--- config.mk ---
export PLATFORM = sky130hd
export DESIGN_NAME = dsp_pipe_reg
export DESIGN_NICKNAME = d
export VERILOG_FILES = /design/src/rtl/dsp_pipe_reg.sv
export SDC_FILE = /design/constraint.sdc
export NUM_CORES = 1
export LEC_CHECK = 0
export ABC_AREA = 1
export BUFFER_PORTS_ARGS = -buffer_cell sky130_fd_sc_hd__buf_2
export CAP_MARGIN = 0
export CORE_AREA = 4 4 97 99
export CTS_BUF_LIST = sky130_fd_sc_hd__clkbuf_4 sky130_fd_sc_hd__clkbuf_8
export CTS_CLUSTER_DIAMETER = 150
export DETAILED_ROUTE_END_ITERATION = 8
export DIE_AREA = 0 0 101 103
export GPL_TIMING_DRIVEN = 0
export PLACE_DENSITY = 0.69
export SLEW_MARGIN = 20
export SYNTH_ARGS = -nofsm -noshare
export SYNTH_HDL_FRONTEND = slang
export SYNTH_SLANG_ARGS = --single-unit
--- constraint.sdc ---
create_clock -name CLK -period 2.8 [get_ports CLK]
set_input_delay 0.28 -clock CLK [delete_from_list [all_inputs] [get_ports CLK]]
set_output_delay 0.28 -clock CLK [all_outputs]
set_load 0.01 [all_outputs]
--- src/rtl/dsp_pipe_reg.sv ---
// Variable-depth pipeline register with runtime-selectable output tap, valid tracking and sync flush.
// Optional parity protection of the stored data is enabled with `define DSP_PIPE_PARITY_EN.
module dsp_pipe_reg #(
  parameter int DATA_WIDTH = 18,
  parameter int DEPTH      = 4,
  parameter int LW         = $clog2(DEPTH + 1)
) (
  input  logic                  CLK,
  input  logic                  RST,
  input  logic                  SRST,
  input  logic                  CE,
  input  logic [LW-1:0]         LAT,
  input  logic [DATA_WIDTH-1:0] D,
  input  logic                  D_VLD,
`ifdef DSP_PIPE_PARITY_EN
  input  logic                  PINJ,
`endif
  output logic [DATA_WIDTH-1:0] Q,
  output logic                  Q_VLD,
  output logic                  PERR
);

  logic [DATA_WIDTH-1:0] data_q [DEPTH];
  logic [DATA_WIDTH-1:0] data_d [DEPTH];
  logic [DEPTH-1:0]      vld_q;
  logic [DEPTH-1:0]      vld_d;
  logic [LW-1:0]         lat_eff;

  // Out-of-range latencies behave as the deepest tap.
  always_comb begin
    lat_eff = (LAT > LW'(DEPTH)) ? LW'(DEPTH) : LAT;
  end

  // NOTE: every output of a combinational block is given a default first so no path leaves it unassigned and infers a latch.
  always_comb begin
    data_d = data_q;
    vld_d  = vld_q;
    if (SRST) begin
      for (int i = 0; i < DEPTH; i++) data_d[i] = '0;
      vld_d = '0;
    end else if (CE) begin
      data_d[0] = D;
      vld_d[0]  = D_VLD;
      for (int i = 1; i < DEPTH; i++) begin
        data_d[i] = data_q[i-1];
        vld_d[i]  = vld_q[i-1];
      end
    end
  end

  // NOTE: the stage array is reset in full, not just the valid bits, because Q must read 0 from any tap after reset.
  // NOTE: sequential state uses non-blocking assignment so every stage samples its neighbour's pre-edge value.
  always_ff @(posedge CLK or posedge RST) begin
    if (RST) begin
      for (int i = 0; i < DEPTH; i++) data_q[i] <= '0;
      vld_q <= '0;
    end else begin
      data_q <= data_d;
      vld_q  <= vld_d;
    end
  end

  // Tap 0 is a combinational bypass of the input.
  always_comb begin
    Q     = D;
    Q_VLD = D_VLD;
    for (int i = 0; i < DEPTH; i++) begin
      if (lat_eff == LW'(i + 1)) begin
        Q     = data_q[i];
        Q_VLD = vld_q[i];
      end
    end
  end

`ifdef DSP_PIPE_PARITY_EN
  logic [DEPTH-1:0] par_q;
  logic [DEPTH-1:0] par_d;
  logic             tap_par;
  logic             perr_q;
  logic             perr_d;

  always_comb begin
    tap_par = 1'b0;
    for (int i = 0; i < DEPTH; i++) begin
      if (lat_eff == LW'(i + 1)) tap_par = par_q[i];
    end
  end

  // The error flag is sticky and checked every edge, whether or not the chain advances.
  always_comb begin
    par_d  = par_q;
    perr_d = perr_q;
    if (SRST) begin
      par_d  = '0;
      perr_d = 1'b0;
    end else begin
      if (CE) begin
        par_d[0] = (^D) ^ PINJ;
        for (int i = 1; i < DEPTH; i++) par_d[i] = par_q[i-1];
      end
      if ((lat_eff != '0) && Q_VLD && ((^Q) != tap_par)) perr_d = 1'b1;
    end
  end

  always_ff @(posedge CLK or posedge RST) begin
    if (RST) begin
      par_q  <= '0;
      perr_q <= 1'b0;
    end else begin
      par_q  <= par_d;
      perr_q <= perr_d;
    end
  end

  assign PERR = perr_q;
`else
  assign PERR = 1'b0;
`endif

endmodule

Word level (Yosys, flattened, before mapping). Index checks and enable logic that the tools add are counted.

Mux-type cells: 13. Eq/ne operators: 4. Magnitude comparators: 1. Reduce and logical (&&, ||, !) cells: 1.

Operators by type and width (count): two-way mux 72 bit (2); two-way mux 18 bit (4); two-way mux 4 bit (2); equality test 3 x 2 -> 1 bit (second input constant) (2); two-way mux 1 bit (4); equality test 3 x 1 -> 1 bit (second input constant) (1); equality test 3 bit (second input constant) (1); > comparator 3 bit (second input constant) (1); two-way mux 3 bit (1); nonzero test 2 bit (1).

Input port bits: 26. Logic and storage cells: 24. Flip-flop bits (word level): 76. Output and inout port bits: 20.

Depth between registers and ports, before layout.
Depth in word-level cells: 7. Gate-level depth with buffers: 10. Depth with buffers taken out: 8.

Worst setup path after synthesis. Ideal clock, no wire load.

Kind: input port to output port. Start: input port LAT[2]. End: output port Q[1]. Cell stages on the path: 9. Buffers on the path: 3. Slack: 1.430 ns. Required time: 2.520 ns. Data arrival time: 1.090 ns. Cells stage by stage: buf_6 -> inv_8 -> nand2_8 -> inv_4 -> buf_6 -> buf_6 -> o21ai_2 -> nand2_1 -> a21oi_2.

Word-level cells in the longest chain between the ends: 7. Elaborated cells on any way between the ends: 10. Classes of those cells: order compare (1); eq/ne (4); mux (5).

RTL lines: start, declared (RTL line 12) `input logic [LW-1:0] LAT,`; > comparator 3 bit (RTL line 31) `lat_eff = (LAT > LW'(DEPTH)) ? LW'(DEPTH) : LAT;`; two-way mux 3 bit (*) (RTL line 31); equality test 3 x 1 -> 1 bit (RTL line 68) `if (lat_eff == LW'(i + 1)) begin`; two-way mux 18 bit (3 in a row) (RTL line 68); two-way mux 18 bit (*) (RTL line 68); end, declared (RTL line 18) `output logic [DATA_WIDTH-1:0] Q,`.

Mark *: on every way between the ends. The rest lies on a longest branch, timed or not.

Worst setup path after layout.
Start: input port LAT[2]. End: output port Q[16].

Same word-level chain as after synthesis.

==> impl_metrics.csv <==
group,metric,value,unit
status,status,"completed",
power,p_per_area,533,nW/µm²
timing,final-hold-violation-count,0,
timing,slew_headroom,58.5,%
synthesis,syn_inst,453,
timing,worst_pin_slew,0.622,ns
critical_path,worst-setup-path-type,"input port to output port",
critical_path,max_stage_delay,0.24,ns
timing,maxSlewViolCount,0,
global_route,grt_pass1_wl,17.1,mm
clocking,clockBufferDepth,2,
timing,fmax,574,MHz
clocking,cts-resized-gates,0,
synthesis,ys_warn_count,0,
layout,layout_common_cells,"85 x inv_1, 76 x dfrtp_1, 67 x nand2_1, 64 x o22ai_1, 53 x buf_2",
hold_path,hold_path_class,"input port to flop",
die,rows,34,
synthesis,synth.cell_area,3820,µm²
timing,timing.final.crit_share,62.2,%
detailed_routing,drc_errors,0,
layout,diodes,0,
global_route,grt_start_max_net_pins,46,
global_route,gr-total-overflow,0,
timing,final-setup-viol-count,0,
die,ioPinCount,46,
detailed_routing,vias_per_cell,5.45,
placed_design,hpwl,7.32,mm
timing,fin_crit,1.74,ns
die,initial_core_util,44.7,%
global_route,grtUsageTotal,21.2,%
detailed_routing,drt-wirelength-per-cell,16.7,µm
timing,skew,0.00934,ns
critical_path,path_cells,"buf_6 -> inv_8 -> nand2_8 -> nor2_8 -> buf_4 -> a21oi_1 -> a21oi_2 -> buf_2",
global_route,grt_pass1_vias,3577,
clocking,h-tree-depth,3,
die,die_x,101,µm
placed_design,dp.cells,605,
clocking,cts_root_buf,"clkbuf_8",
detailed_routing,via_count,3392,
critical_path,crit_required,2.52,ns
layout,nFillCells,810,
power,finalPower,0.00236,W
synthesis,ys_ff_latch,76,
layout,drive_gt1_share,21.0,%
placed_design,routabilityCongestion,0.864,
critical_path,critPathSlowestCell,"buf_4",
power,ir_drop,0.278,mV
clocking,clock-sinks,76,
detailed_routing,drt-total-wl,10.4,mm
placed_design,port_buffers,43,
critical_path,cp-start-kind,"input port",
clocking,clkTransAtPathRegs,0.08,ns
die,core-area,8550,µm²
synthesis,ys_types,25,
clocking,cts_tree,"yes",
job,drv_cap,0,
timing,rsz0062_at_grt,"no",
clocking,worst_skew_pair.late_latency,0.35,ns
detailed_routing,drtIter0Drc,133,
synthesis,seq_area_frac_synth,49.8,%
critical_path,worstPathArrival,1.46,ns
layout,stdcell_count,622,
layout,area_delta_synth_final,15.7,%
critical_path,end_kind,"output port",
layout,final_common_cell,"inv_1",
detailed_routing,ant_nets,0,
die,die_h,103,µm
layout,fin_nets,535,
synthesis,syn-num-nets,479,
detailed_routing,drt-pass1-iter-count,4,
die,die_area,10400,µm²
clocking,cts_buffers,9,
power,leakage,2.08,nW
global_route,antenna_found_initial,0,
critical_path,crit_fanout,10,
synthesis,syn-mean-instance-area,8.44,µm²
-- logic make-up (layout without fill, tap and decap cells) --
group	after synthesis	count (layout)	share of synthesized area (%)
buf+inv	123	184	14.0
compound gates	126	126	20.6
other cells	1	1	0.0981
flops	76	76	49.8
simple gates	127	127	15.5
-- area by class of cell --
type,count,area [µm²],share of cell area [%]
plain buffers,33,189,4.27
clock buffers,11,151,3.42
clock inverters,5,60.1,1.36
multi-input cells,254,1380,31.3
inverters,90,350,7.92
flip-flops and latches,76,1900,43.0
well taps,108,135,3.05
repair buffers,45,253,5.71
-- synth_stat cells (all sizes together) --
cell / n / area share [%]
inv: 90 / 9.1
dfrtp: 76 / 50
nand2: 69 / 7.4
o22ai: 64 / 10
nand3: 32 / 4.3
a21oi: 31 / 5.0
o21ai: 31 / 5.0
buf: 21 / 3.8
nor2: 13 / 1.7
clkbuf: 12 / 1.2
nand4: 12 / 2.0
conb: 1 / 0.098
or2: 1 / 0.16
-- flip-flops by register name, summed over array words and instances, names as in the netlist --
register	cells
data_q	72
vld_q	4
-- routing by layer --
metal  track usage, %  wire length [µm]  up-vias  part of all wire, %
li1                 -                 -     1612                    -
met1             26.1              4400     1646                   42
met2             37.1              5150      117                   50
met3             4.60               576       17                  5.6
met4             7.36               247        0                  2.4
met5                0                 0        -                    0
-- repair_timing --
item | in CTS | in global routing
hold buffers | 1 | 0
endpoints found under the hold margin | 31 | 0
setup buffers | 0 | 0
-- path summary, 6_finish.rpt --
check | from | end | slack [ns] | depth (start not counted)
worst max-delay path | LAT[2] | Q[16] | 1.06 | 8
worst min register to register | data_q[16] | data_q[16] | 0.53 | 2
max in group asynchronous | RST | data_q[1] | 1.74 | 4
worst max register to register | data_q[45] | data_q[27] | 2.06 | 2
worst min-delay path | D[10] | data_q[64] | 0.18 | 3
min in group asynchronous | RST | data_q[71] | 0.48 | 3
-- critical path: cells and delay by family --
kind                   cells  cell delay, ns
AOI/OAI and AO/OA          2            0.30
and+or+nand+nor            2            0.25
buffers and inverters      4            0.61
-- through the flow --
stage | hold slack (ns) | utilization, % | setup slack [ns] | TNS, ns | instance area (µm²)
CTS | 0.164 | 51.7 | 1.06 | 0 | 4420
finish | 0.184 | 51.7 | 1.06 | 0 | 4420
floorplan | 0.427 | - | 0.582 | 0 | 3820
detailed placement | 0.324 | 49.2 | 1.06 | 0 | 4200
global placement | 0.517 | 48.8 | -0.384 | -28.84 | 4170
global route | 0.177 | 51.7 | 0.988 | 0 | 4420
-- power by group --
part / internal [W] / total [W] / leakage (nW) / switching, W
registers: 0.00113 / 0.00114 / 1.04 / 0.0000125
clock network: 0.000460 / 0.000872 / 0.0938 / 0.000412
logic: 0.000114 / 0.000348 / 0.947 / 0.000233
(Power assumes the default switching activity.)
